<file path="src/rtl/y86_pkg.sv">
`default_nettype none
// ============================================================================
// Module      : y86_pkg
// Description : Shared Y86 definitions for the pipeline back end: register
//               ids, status codes, icodes, the W-register control struct with
//               its bubble value, and the status FSM state encoding.
// Revision    : 1.0 - initial release
// ============================================================================
package y86_pkg;

  // Register ids
  localparam logic [3:0] RSP   = 4'h4;
  localparam logic [3:0] RNONE = 4'hF;

  // Processor status codes
  localparam logic [1:0] STAT_AOK = 2'd0;
  localparam logic [1:0] STAT_HLT = 2'd1;
  localparam logic [1:0] STAT_ADR = 2'd2;
  localparam logic [1:0] STAT_INS = 2'd3;

  // Instruction codes
  localparam logic [3:0] ICODE_HALT   = 4'h0;
  localparam logic [3:0] ICODE_NOP    = 4'h1;
  localparam logic [3:0] ICODE_RRMOVQ = 4'h2;
  localparam logic [3:0] ICODE_IRMOVQ = 4'h3;
  localparam logic [3:0] ICODE_RMMOVQ = 4'h4;
  localparam logic [3:0] ICODE_MRMOVQ = 4'h5;
  localparam logic [3:0] ICODE_OPQ    = 4'h6;
  localparam logic [3:0] ICODE_JXX    = 4'h7;
  localparam logic [3:0] ICODE_CALL   = 4'h8;
  localparam logic [3:0] ICODE_RET    = 4'h9;
  localparam logic [3:0] ICODE_PUSHQ  = 4'hA;
  localparam logic [3:0] ICODE_POPQ   = 4'hB;

  // Control part of the W pipeline register. The data words (valE/valM)
  // are kept outside the struct because their width is a module parameter.
  typedef struct packed {
    logic       valid;
    logic [1:0] stat;
    logic [3:0] icode;
    logic [3:0] dstE;
    logic [3:0] dstM;
  } wCtl_t;

  localparam wCtl_t W_CTL_BUBBLE = '{
    valid: 1'b0,
    stat:  STAT_AOK,
    icode: ICODE_NOP,
    dstE:  RNONE,
    dstM:  RNONE
  };

  // Status FSM encoding
  typedef enum logic [1:0] {
    ST_RUN   = 2'd0,
    ST_HALT  = 2'd1,
    ST_FAULT = 2'd2
  } wbState_t;

  function automatic logic isFaultStat(input logic [1:0] stat);
    return (stat == STAT_ADR) || (stat == STAT_INS);
  endfunction

endpackage
`default_nettype wire

</file>
<file path="src/rtl/wb_status_fsm.sv">
`default_nettype none
// ============================================================================
// Module      : wb_status_fsm
// Description : RUN/HALT/FAULT processor status tracker for the write-back
//               stage. Leaves RUN when the instruction sitting in W carries
//               a non-AOK status; HALT and FAULT are terminal until reset.
//               The fault code (ADR or INS) is latched on entry to FAULT.
// Ports       : clk, rst_n      - clock, async active-low reset
//               wValid, wStat   - valid/status of the instruction in W
//               cpuStat         - architectural status (AOK/HLT/ADR/INS)
//               halted          - high whenever state is not RUN
//               running         - high while state is RUN
// Revision    : 1.0 - initial release
// ============================================================================
module wb_status_fsm
  import y86_pkg::*;
(
  input  logic       clk,
  input  logic       rst_n,
  input  logic       wValid,
  input  logic [1:0] wStat,
  output logic [1:0] cpuStat,
  output logic       halted,
  output logic       running
);

  wbState_t   r_state;
  wbState_t   w_stateNext;
  logic [1:0] r_faultCode;
  logic [1:0] w_faultCodeNext;

  always_ff @(posedge clk or negedge rst_n) begin
    if (!rst_n) begin
      r_state     <= ST_RUN;
      r_faultCode <= STAT_AOK;
    end else begin
      r_state     <= w_stateNext;
      r_faultCode <= w_faultCodeNext;
    end
  end

  always_comb begin
    w_stateNext     = r_state;
    w_faultCodeNext = r_faultCode;
    cpuStat         = STAT_AOK;
    halted          = 1'b1;
    running         = 1'b0;
    case (r_state)
      ST_RUN: begin
        halted  = 1'b0;
        running = 1'b1;
        if (wValid && (wStat == STAT_HLT)) begin
          w_stateNext = ST_HALT;
        end else if (wValid && isFaultStat(wStat)) begin
          w_stateNext     = ST_FAULT;
          w_faultCodeNext = wStat;
        end
      end
      ST_HALT: begin
        cpuStat = STAT_HLT;
      end
      ST_FAULT: begin
        cpuStat = r_faultCode;
      end
      default: begin
        // Unreachable encoding: report as an instruction fault and stay put.
        cpuStat = STAT_INS;
      end
    endcase
  end

endmodule
`default_nettype wire

</file>
<file path="src/rtl/writeback_stage.sv">
`default_nettype none
// ============================================================================
// Module      : writeback_stage
// Description : Y86 pipeline write-back stage. Holds the W pipeline register
//               loaded from the memory stage, drives the register-file write
//               ports (also used by decode as W-stage forwarding sources),
//               and tracks processor status, freezing retirement on halt or
//               fault.
// Ports       : clk, rst_n                 - clock, async active-low reset
//               m_valid..m_valM            - instruction from memory stage
//               w_stall, w_bubble          - W register hold / bubble insert
//               rf_dstE/valE, rf_dstM/valM - register-file write ports
//               w_stat                     - status of instruction in W
//               cpu_stat, halted           - architectural status
//               retired_cnt                - retired-instruction counter
// Config      : WB_RETIRE_CNT_EN - when defined, retired_cnt counts retired
//               instructions (saturating); otherwise it is tied to zero.
// Revision    : 1.0 - initial release
// ============================================================================
module writeback_stage
  import y86_pkg::*;
#(
  parameter int DATA_W = 32,
  parameter int CNT_W  = 32
) (
  input  logic              clk,
  input  logic              rst_n,
  input  logic              m_valid,
  input  logic [1:0]        m_stat,
  input  logic [3:0]        m_icode,
  input  logic [3:0]        m_dstE,
  input  logic [DATA_W-1:0] m_valE,
  input  logic [3:0]        m_dstM,
  input  logic [DATA_W-1:0] m_valM,
  input  logic              w_stall,
  input  logic              w_bubble,
  output logic [3:0]        rf_dstE,
  output logic [DATA_W-1:0] rf_valE,
  output logic [3:0]        rf_dstM,
  output logic [DATA_W-1:0] rf_valM,
  output logic [1:0]        w_stat,
  output logic [1:0]        cpu_stat,
  output logic              halted,
  output logic [CNT_W-1:0]  retired_cnt
);

  wCtl_t             r_wCtl;
  logic [DATA_W-1:0] r_valE;
  logic [DATA_W-1:0] r_valM;

  logic w_running;
  logic w_hold;
  logic w_wrOk;
  logic w_unusedIcode;

  // Bubble outranks stall; a stopped processor freezes W entirely.
  assign w_hold = !w_running || (w_stall && !w_bubble);

  always_ff @(posedge clk or negedge rst_n) begin
    if (!rst_n) begin
      r_wCtl <= W_CTL_BUBBLE;
      r_valE <= '0;
      r_valM <= '0;
    end else if (!w_hold) begin
      if (w_bubble) begin
        r_wCtl <= W_CTL_BUBBLE;
        r_valE <= '0;
        r_valM <= '0;
      end else begin
        r_wCtl.valid <= m_valid;
        r_wCtl.stat  <= m_stat;
        r_wCtl.icode <= m_icode;
        r_wCtl.dstE  <= m_dstE;
        r_wCtl.dstM  <= m_dstM;
        r_valE       <= m_valE;
        r_valM       <= m_valM;
      end
    end
  end

  wb_status_fsm u_statusFsm (
    .clk     (clk),
    .rst_n   (rst_n),
    .wValid  (r_wCtl.valid),
    .wStat   (r_wCtl.stat),
    .cpuStat (cpu_stat),
    .halted  (halted),
    .running (w_running)
  );

  // The instruction that moves the FSM out of RUN has a non-AOK status, so
  // it is excluded here without any extra term.
  assign w_wrOk = r_wCtl.valid && (r_wCtl.stat == STAT_AOK) && w_running;

  // When both ports target the same register (popq %rsp) the loaded value
  // on the M port must win, so the E write is dropped.
  always_comb begin
    rf_dstM = RNONE;
    rf_dstE = RNONE;
    if (w_wrOk) begin
      rf_dstM = r_wCtl.dstM;
      if (!((r_wCtl.dstE == r_wCtl.dstM) && (r_wCtl.dstM != RNONE))) begin
        rf_dstE = r_wCtl.dstE;
      end
    end
  end

  assign rf_valE = r_valE;
  assign rf_valM = r_valM;
  assign w_stat  = r_wCtl.valid ? r_wCtl.stat : STAT_AOK;

  // icode travels with the instruction for debug visibility only.
  assign w_unusedIcode = ^r_wCtl.icode;

`ifdef WB_RETIRE_CNT_EN
  logic [CNT_W-1:0] r_retiredCnt;

  // A stalled instruction is counted only on the edge where it leaves W.
  always_ff @(posedge clk or negedge rst_n) begin
    if (!rst_n) begin
      r_retiredCnt <= '0;
    end else if (w_wrOk && !w_hold && (r_retiredCnt != {CNT_W{1'b1}})) begin
      r_retiredCnt <= r_retiredCnt + CNT_W'(1);
    end
  end

  assign retired_cnt = r_retiredCnt;
`else
  assign retired_cnt = '0;
`endif

endmodule
`default_nettype wire
</file>
<file path="config.mk">
export PLATFORM = sky130hd
export DESIGN_NAME = writeback_stage
export DESIGN_NICKNAME = d
export VERILOG_FILES = /design/src/rtl/y86_pkg.sv /design/src/rtl/wb_status_fsm.sv /design/src/rtl/writeback_stage.sv
export SDC_FILE = /design/constraint.sdc
export NUM_CORES = 1
export LEC_CHECK = 0
export ABC_CLOCK_PERIOD_IN_PS = 2400
export CAP_MARGIN = 20
export CELL_PAD_IN_SITES_DETAIL_PLACEMENT = 1
export CELL_PAD_IN_SITES_GLOBAL_PLACEMENT = 2
export CORE_ASPECT_RATIO = 2
export CORE_MARGIN = 5
export CORE_UTILIZATION = 24
export DETAILED_ROUTE_END_ITERATION = 8
export PLACE_DENSITY_LB_ADDON = 0.1
export SYNTH_ARGS = -nofsm -noshare
export SYNTH_HDL_FRONTEND = slang
export SYNTH_SLANG_ARGS = --single-unit
export TNS_END_PERCENT = 30
</file>
<file path="constraint.sdc">
create_clock -name clk -period 2.4 [get_ports clk]
set_input_delay 0.48 -clock clk [delete_from_list [all_inputs] [get_ports clk]]
set_output_delay 0.48 -clock clk [all_outputs]
set_load 0.1 [all_outputs]
</file>
### Yosys cells after proc, flatten, opt, wreduce, memory -nomap -nowiden

Cells that the tools add are included.

* flip-flop bits (word level): 79
* output and inout port bits: 109
* bits of input ports: 83

* bitwise operators: 1
* reductions and logical operators: 15
* equal/unequal tests: 7
* muxes and demuxes: 12

Operator list (number)
* 2-to-1 mux 32 bit: 2
* 2-to-1 mux 15 bit: 1
* 2-to-1 mux 4 bit: 3
* equality test 2 bit, second input constant: 3
* logical AND 1 bit: 6
* 2-to-1 mux 2 bit: 3
* one-hot mux 2 bit (3 select lines): 1
* equality test 2 x 1 -> 1 bit, second input constant: 2
* equality test 4 bit: 1
* logical NOT 2 bit: 2
* inequality test 4 bit, second input constant: 1
* AND reduction 3 bit: 1
* logical NOT 1 bit: 2
* logical OR 1 bit: 2
* 2-to-1 mux 1 bit: 2
* AND reduction 2 bit: 1
* nonzero test 2 bit: 1
* inverter 1 bit: 1

### Longest topological paths before layout

Gate-level depths: netlist of run 1.

* depth in word-level cells: 5
* gate-level depth with buffers: 5
* depth with buffers taken out: 3

### By module

A second synthesis of run 1 with hierarchy kept.

* cell total of the unflattened synthesis: 317
* area, all modules: 4051.4 µm²

By module, submodules not included
* writeback_stage: instances 1, cells an instance 302, seq. area each 1886.8 µm², area each 3862.5 µm²
* wb_status_fsm: instances 1, cells an instance 15, seq. area each 100.1 µm², area each 188.9 µm²

### Worst setup path before layout of run 1

Ideal clock, no wire load.

* path kind: register to output
* start: register r_wCtl[7] (netlist name)
* end: output port rf_dstE[1]
* required time: 1.920 ns
* stages on the path, launching flop included: 4
* data arrival time: 2.971 ns
* setup slack: -1.051 ns
* buffers on the path: 0
* path through: dfstp_2 -> xnor2_1 -> o2111ai_1 -> o21ai_0

* word-level cells in the longest chain between the ends: 4

Ends and longest elaborated chain
* start: declaration: line writeback_stage.sv:47 `wCtl_t r_wCtl;`
* equality test 4 bit: line writeback_stage.sv:102 `if (!((r_wCtl.dstE == r_wCtl.dstM) && (r_wCtl.dstM != RNONE))) begin`
* logical AND 1 bit: line writeback_stage.sv:102
* 2-to-1 mux 4 bit: line writeback_stage.sv:102
* 2-to-1 mux 4 bit: line writeback_stage.sv:100 `if (w_wrOk) begin`
* end: declaration: line writeback_stage.sv:37 `output logic [3:0] rf_dstE,`

No other way between the ends.

### Worst setup path after layout of run 1

* start: register u_statusFsm.r_state[1]
* end: output port rf_dstM[2]

* word-level cells in the longest chain between the ends: 4

Ends and longest elaborated chain
* start: declaration: line wb_status_fsm.sv:27 `wbState_t r_state;`
* start signal: assignment: line wb_status_fsm.sv:37 `r_state <= w_stateNext;`
* logical NOT 2 bit: line wb_status_fsm.sv:48 `case (r_state)`
* 2-to-1 mux 1 bit: line wb_status_fsm.sv:48
* logical AND 1 bit: line writeback_stage.sv:93 `assign w_wrOk = r_wCtl.valid && (r_wCtl.stat == STAT_AOK) && w_running;`
* 2-to-1 mux 4 bit: line writeback_stage.sv:100
* end: declaration: line writeback_stage.sv:39 `output logic [3:0] rf_dstM,`

No other way between the ends.

==> results of run 1 <==
[logic make-up (layout without fill, tap and decap cells)]
kind of cell,count (synthesis),in the layout,share of synthesized area [%]
XOR/XNOR,3,3,0.6831
AO/OA/AOI/OAI,10,10,1.691
AND/OR/NAND/NOR,92,92,14.08
multiplexers,76,76,21.98
flip-flops,79,79,51.64
buffers and inverters,61,189,9.821
other,1,33,0.09747
[routing by layer]
layer  up-vias  wire [µm]
met5         -          0
met4         0        246
met3        12        629
met2       105       6750
met1      1405       3831
li1       1292          -
[cells in the final DEF, fill, tap and decap left out]
master	count
a21o_1	1
a21o_2	1
a21oi_1	1
and2_1	1
buf_12	12
buf_2	1
buf_4	73
bufinv_16	3
clkbuf_1	2
clkbuf_16	9
clkbuf_8	2
clkdlybuf4s50_1	76
conb_1	32
dfrtp_1	71
dfstp_2	8
diode_2	1
inv_1	11
mux2_2	68
mux2i_1	8
nand2_1	2
nand3_1	1
nor2_1	10
nor2b_1	67
nor3_1	5
o2111ai_1	1
o21a_1	1
o21ai_1	3
o21ai_4	1
o21bai_1	1
or2_2	1
or3_1	2
or3_4	2
or4b_4	1
xnor2_1	3
[cells in the mapped netlist, drive strengths merged (2+ instances only)]
library cell | n | area, µm²
or3 | 4 | 25.02
inv | 11 | 41.29
clkbuf | 9 | 35.03
nor2 | 10 | 37.54
o21ai | 4 | 20.01
dfrtp | 71 | 1777
nor3 | 5 | 25.02
mux2i | 8 | 80.08
mux2 | 68 | 765.7
nor2b | 67 | 419.2
a21o | 2 | 16.27
buf | 41 | 301.5
dfstp | 8 | 210.2
xnor2 | 3 | 26.28
nand2 | 2 | 7.510
[through the flow]
step	setup TNS [ns]	util [%]	hold WS (ns)	area [µm²]	instances
3_5_place_dp	0	34.50	0.4377	5444	666
4_1_cts	0	36.75	0.06244	5798	682
5_1_grt	0	36.83	0.07257	5811	683
3_3_place_gp	0	34.50	0.4391	5444	666
6_report	0	36.83	0.05268	5811	683
2_1_floorplan	-0.9307	-	0.1844	3964	353
[sequential cells by signal, indices dropped and copies added, names as in the netlist]
signal,cells
rf_valE,32
rf_valM,32
r_wCtl,11
u_statusFsm.r_faultCode,2
u_statusFsm.r_state,2
[worst paths after layout]
check,depth (start not counted),to,start
worst max-delay path,3,rf_dstM[2],u_statusFsm.r_state[1]
worst min-delay path,1,rf_valM[17],rst_n
worst max register to register,5,rf_valM[1],u_statusFsm.r_state[1]
worst min register to register,1,u_statusFsm.r_faultCode[1],u_statusFsm.r_faultCode[1]
max in group asynchronous,2,rf_valE[23],rst_n
min in group clk,1,u_statusFsm.r_faultCode[1],u_statusFsm.r_faultCode[1]
[worst max-delay path, cell delays in order (launching register included)]
cell and delay, ns:
dfrtp_1 0.37, or4b_4 0.59, or3_1 0.38, buf_12 0.19
[area by class of cell]
type	count	area share (%)
timing repair buffer	162	26.74
clock inverter	3	1.550
tap	201	4.328
sequential	79	34.19
inverter	11	0.7106
antenna	1	0.04307
multi-input combinational	213	27.95
clock buffer	13	4.479
==> flow_summary.ini, run 1 <==
[die]
die_h_um = 189.1
core_um2 = 15780
dieWidth_um = 99.53
rows = 65
io_pins = 192
dieArea_um2 = 18820
start_util_pct = 24.39

[timing]
min_period_ns = 2.341
hold_viol_final = 0
clock.fmax_mhz = 427.2
clock_skew_ns = 0.006183
worst_slack_ns = 0.05943
grt_setup_unrepaired = yes
setup-violations-final = 0
post-route-period-util_pct = 97.52
maxSlewViolCount = 0

[route]
routedWlPerCell_um = 16.78
route.detailed.drc = 0
ant_nets = 0
vias = 2814
drt-pass1-iter-count = 4
avgViaCountPerCell = 4.120
first_iter_violations = 36
wl_um = 11460

[clocking]
cts_num_sinks = 79
htreeDepth = 3
path_clk_slew_ns = 0.06
cts_inserted_buffers = 9
cts_tree = yes
clock_latency_ns = 0.34
cts_setup_buffers = 0
cts_hold_buf = 0
cts_resized = 1
cts_buffer_depth = 2
cts_root_buf = clkbuf_16

[placement]
portBuffers = 155
pre_cts_ws_ns = 0.3195
place_congestion = 0.7054
hpwl_um = 8523

[layout]
drive_above_1_share_pct = 37.84
multiInputGateArea_um2 = 1624
seq_area_um2 = 1987
area_growth_pct = 51.02
fill_cells = 1751
fin_nets = 559

[global_routing]
grt_max_degree = 76
grt-ovfl-total = 0
grt_usage_pct = 12.42
antenna_found_initial = 1
use_met1_pct = 12.03
use_met3_pct = 3.208
grt_pass1_vias = 3103
grt_pass1_wl_um = 17600
top_usage_layer = met2
grt_use_met2_pct = 23.96

[setup_path]
endpoint_kind = output pin
required_ns = 1.92
ff2ff_setup_slack_ns = 0.69
crit_fanout = 8
critical_path_class = flop to output pin
setup.worst_path.start_class = flop
arrival_ns = 1.86

[synthesis]
ys_warn_count = 0
syn_avg_cell_area_um2 = 11.95
async_flop_share_pct = 100.0
synth_edf_count = 0
ys_ff_latch = 79
yosysUniqueCellTypes = 29
synth_area_um2 = 3847
seq_area_frac_synth_pct = 51.64
synth_flop_cell = dfrtp_1
syn_inst = 322

[hold_path]
hp-class = input port to asynchronous set/reset pin

[outcome]
status = finished clean

[flow_run]
cap_violations = 0
Power of run 1 is left out: the tool's default activity adds up to more than one toggle a clock period on the data nets, which glitch-free logic cannot reach.
==> run 2: changes to the inputs <==
--- a/config.mk
+++ b/config.mk
@@ -10,7 +10,7 @@
 export CELL_PAD_IN_SITES_DETAIL_PLACEMENT = 1
 export CELL_PAD_IN_SITES_GLOBAL_PLACEMENT = 2
 export CORE_ASPECT_RATIO = 2
-export CORE_MARGIN = 5
+export CORE_MARGIN = 2
 export CORE_UTILIZATION = 24
 export DETAILED_ROUTE_END_ITERATION = 8
 export PLACE_DENSITY_LB_ADDON = 0.1
==> flow_summary.ini, run 2 (synthesized netlist as in run 1, its figures left out) <==
[outcome]
status = finished clean

[setup_path]
setup.worst_path.start_class = flop
endpoint_kind = output pin
critical_path_class = flop to output pin
arrival_ns = 1.87
crit_fanout = 8
required_ns = 1.92

[die]
io_pins = 192
dieArea_um2 = 17120
core_um2 = 15700
die_h_um = 183.1
start_util_pct = 24.51
rows = 65
dieWidth_um = 93.53

[timing]
maxSlewViolCount = 0
clock_skew_ns = 0.008050
whs_ns = 0.02340
min_period_ns = 2.355
grt_setup_unrepaired = yes
hold_viol_final = 0
maxSlewHeadroom_pct = 66.50
post-route-period-util_pct = 98.11
setup-violations-final = 0
worst_pin_slew_ns = 0.5024
clock.fmax_mhz = 424.7

[layout]
fin_nets = 560
antenna_cells = 0
layout_commonest_cell = clkdlybuf4s50_1
drive_above_1_share_pct = 38.17
final_core_util_pct = 36.63
instances_no_fill = 683
area_growth_pct = 49.43
most-common-layout-cells = clkdlybuf4s50_1 (76), buf_4 (75), dfrtp_1 (71)

[route]
routedWlPerCell_um = 16.48
first_iter_violations = 45
route.detailed.drc = 0
vias = 2802
avgViaCountPerCell = 4.102
ant_nets = 0
drt-pass1-iter-count = 4
wl_um = 11250

[clocking]
path_clk_slew_ns = 0.06
cts_num_sinks = 79
cts_tree = yes
htreeDepth = 3
cts_buffer_depth = 2
cts_inserted_buffers = 9
clock_latency_ns = 0.35
cts_root_buf = clkbuf_16

[hold_path]
hp-class = input port to asynchronous set/reset pin

[global_routing]
grt_usage_pct = 13.72
grt_pass1_vias = 3043
grt_max_degree = 44
antenna_found_initial = 0
grt_pass1_wl_um = 17470
grt-ovfl-total = 0

[placement]
hpwl_um = 8355
dp_cells = 667
place_congestion = 0.6748
portBuffers = 155

[flow_run]
cap_violations = 0
==> run 2: critical path, cell delays in order, from the launching register on <==
cell     delay (ns)
dfrtp_1        0.37
or4b_4         0.60
or3_1          0.38
buf_12         0.19
==> run 2: layout make-up <==
cell class                 instances  area (µm²)
fill                            1714        9947
sequential                        79        1987
tap                              201       251.5
inverter                          11       41.29
timing repair buffer             163        1549
clock buffer                      14       284.0
clock inverter                     2       12.51
multi-input combinational        213        1624
==> run 2: metrics by stage <==
stage          setup TNS, ns  instance area [µm²]  setup slack [ns]
3_5_place_dp               0                 5439            0.2769
3_3_place_gp               0                 5439            0.2819
2_1_floorplan        -0.9307                 3964           -0.3102
4_1_cts                    0                 5749           0.01052
6_report                   0                 5749           0.04528
5_1_grt             -0.03648                 5749          -0.01704
==> run 2: worst paths after layout <==
check	endpoint	start	slack [ns]	cells after the start
max in group asynchronous	r_wCtl[5]	rst_n	1.72	2
worst min-delay path	rf_valM[18]	rst_n	0.02	1
worst min register to register	u_statusFsm.r_faultCode[1]	u_statusFsm.r_faultCode[1]	0.48	1
worst max-delay path	rf_dstM[2]	u_statusFsm.r_state[0]	0.05	3
min in group clk	u_statusFsm.r_faultCode[1]	u_statusFsm.r_faultCode[1]	0.48	1
worst max register to register	rf_valM[10]	u_statusFsm.r_state[1]	0.80	5
==> run 2: timing repair <==
item	in CTS	in global routing
hold buffers	0	0
pin swaps	0	1
gates resized for setup	3	0
setup endpoints to repair	5	6
buffers inserted	0	0
==> run 2: layer usage <==
layer	track usage, %	share of wire, %
met1	13.12	32
met2	26.19	60
met3	4.191	6.9
met4	5.971	1.9
met5	0	0
Power of run 2 is left out for the same reason.
==> run 3: changes to the inputs <==
--- a/config.mk
+++ b/config.mk
@@ -5,13 +5,13 @@
 export SDC_FILE = /design/constraint.sdc
 export NUM_CORES = 1
 export LEC_CHECK = 0
-export ABC_CLOCK_PERIOD_IN_PS = 2400
+export ABC_CLOCK_PERIOD_IN_PS = 2840
 export CAP_MARGIN = 20
 export CELL_PAD_IN_SITES_DETAIL_PLACEMENT = 1
 export CELL_PAD_IN_SITES_GLOBAL_PLACEMENT = 2
 export CORE_ASPECT_RATIO = 2
 export CORE_MARGIN = 2
-export CORE_UTILIZATION = 24
+export CORE_UTILIZATION = 26
 export DETAILED_ROUTE_END_ITERATION = 8
 export PLACE_DENSITY_LB_ADDON = 0.1
 export SYNTH_ARGS = -nofsm -noshare
==> constraint.sdc (replaced) <==
create_clock -name clk -period 2.84 [get_ports clk]
set_input_delay 0.568 -clock clk [delete_from_list [all_inputs] [get_ports clk]]
set_output_delay 0.568 -clock clk [all_outputs]
set_load 0.1 [all_outputs]
==> flow_summary.ini, run 3 (synthesized netlist as in run 1, its figures left out) <==
[die]
io_pins = 192
rows = 62
die_h_um = 176.0
start_util_pct = 26.66
dieWidth_um = 90.02
core_um2 = 14430
dieArea_um2 = 15850

[layout]
most-common-layout-cells = clkdlybuf4s50_1 (76), buf_4 (76), dfrtp_1 (71)
final_core_util_pct = 39.29
antenna_cells = 0
area_growth_pct = 47.35
drive_above_1_share_pct = 36.97
post-route-cell-area_um2 = 5669
fin_nets = 556

[clocking]
cts_root_buf = clkbuf_16
cts_hold_buf = 0
htreeDepth = 3
cts_inserted_buffers = 9
path_clk_slew_ns = 0.06
clock_latency_ns = 0.33
cts_tree = yes
cts_buffer_depth = 2
cts_setup_buffers = 0
cts_resized = 0
cts_num_sinks = 79

[setup_path]
critical_path_class = flop to output pin
max_stage_delay_ns = 0.68
endpoint_kind = output pin
path_cells = or4b_1 > or3_1 > buf_12
arrival_ns = 2.04
r2r_end = rf_valM[27]
critPathSlowestCell = or4b_1
setup.worst_path.start_class = flop
ff2ff_setup_slack_ns = 1.29
crit_fanout = 8
rr_worst_depth = 4
required_ns = 2.27
path_delay_family = simple AND/OR/NAND/NOR gates
cp_num_buf_inv = 1
regToRegStartpoint = u_statusFsm.r_state[1]

[global_routing]
grt_use_met2_pct = 25.97
use_met3_pct = 3.713
grt_max_degree = 76
use_met1_pct = 13.52
grt-ovfl-total = 0
top_usage_layer = met2
grt_usage_pct = 13.56
antenna_found_initial = 0
grt_pass1_vias = 3019
grt_pass1_wl_um = 16610

[hold_path]
hp-class = input port to asynchronous set/reset pin

[placement]
portBuffers = 155
pre_cts_ws_ns = 0.5711
place_congestion = 0.7114
hpwl_um = 7671
postPlaceCellArea_um2 = 5335

[timing]
post-route-period-util_pct = 91.70
clock_skew_ns = 0.009834
setup-violations-final = 0
maxSlewHeadroom_pct = 44.26
clock.fmax_mhz = 384.0
min_period_ns = 2.604
whs_ns = 0.2360
hold_viol_final = 0
maxSlewViolCount = 0
worst_pin_slew_ns = 0.8361
worst_slack_ns = 0.2356
grt_setup_unrepaired = no

[route]
wl_um = 10580
drt-pass1-iter-count = 2
avgViaCountPerCell = 4.213
routedWlPerCell_um = 15.83
route.detailed.drc = 0
vias = 2814
first_iter_violations = 44
ant_nets = 0

[flow_run]
cap_violations = 0

[outcome]
status = finished clean
run 3: cell types whose count changed in the layout (fill, tap and decap cells not counted), sizes merged:
cell / delta
buf: -4
bufinv: +3
clkbuf: -4
clkinvlp: -1
run 3: worst max path at each step:
stage / depth (start not counted) / from / endpoint
global placement: 3 / u_statusFsm.r_state[1] / rf_dstM[2]
CTS: 3 / u_statusFsm.r_state[1] / rf_dstM[1]
detailed placement: 3 / u_statusFsm.r_state[1] / rf_dstM[1]
global route: 4 / u_statusFsm.r_state[1] / rf_dstE[2]
floorplan: 3 / r_wCtl[7] / rf_dstE[1]
finish: 3 / u_statusFsm.r_state[1] / rf_dstM[1]
run 3: area by class of cell:
class / instances / area [µm²]
clock buffer: 10 / 239.0
clock inverter: 4 / 95.09
fill: 1640 / 8760
inverter: 11 / 41.29
multi-input combinational: 213 / 1610
sequential: 79 / 1987
tap: 192 / 240.2
timing repair buffer: 159 / 1456
run 3: worst register-to-register path, delay by kind of cell (launching register included):
kind,cells,cell delay [ns]
AOI/OAI and AO/OA,1,0.12
buffers and inverters,1,0.22
DFF,1,0.44
muxes,1,0.37
and+or+nand+nor,1,0.30
run 3: stage by stage:
| stage | std cells | TNS [ns] |
|---|---|---|
| 2_1_floorplan | 353 | -2.097 |
| 3_3_place_gp | 654 | 0 |
| 3_5_place_dp | 654 | 0 |
| 4_1_cts | 668 | 0 |
| 5_1_grt | 668 | 0 |
| 6_report | 668 | 0 |
run 3: metal layers:
| layer | part of all wire [%] | wire length (µm) | up-vias |
|---|---|---|---|
| met2 | 58 | 6095 | 110 |
| met5 | 0 | 0 | - |
| li1 | - | - | 1288 |
| met3 | 5.9 | 621 | 14 |
| met1 | 34 | 3575 | 1402 |
| met4 | 2.7 | 284 | 0 |
Power of run 3 is left out for the same reason.
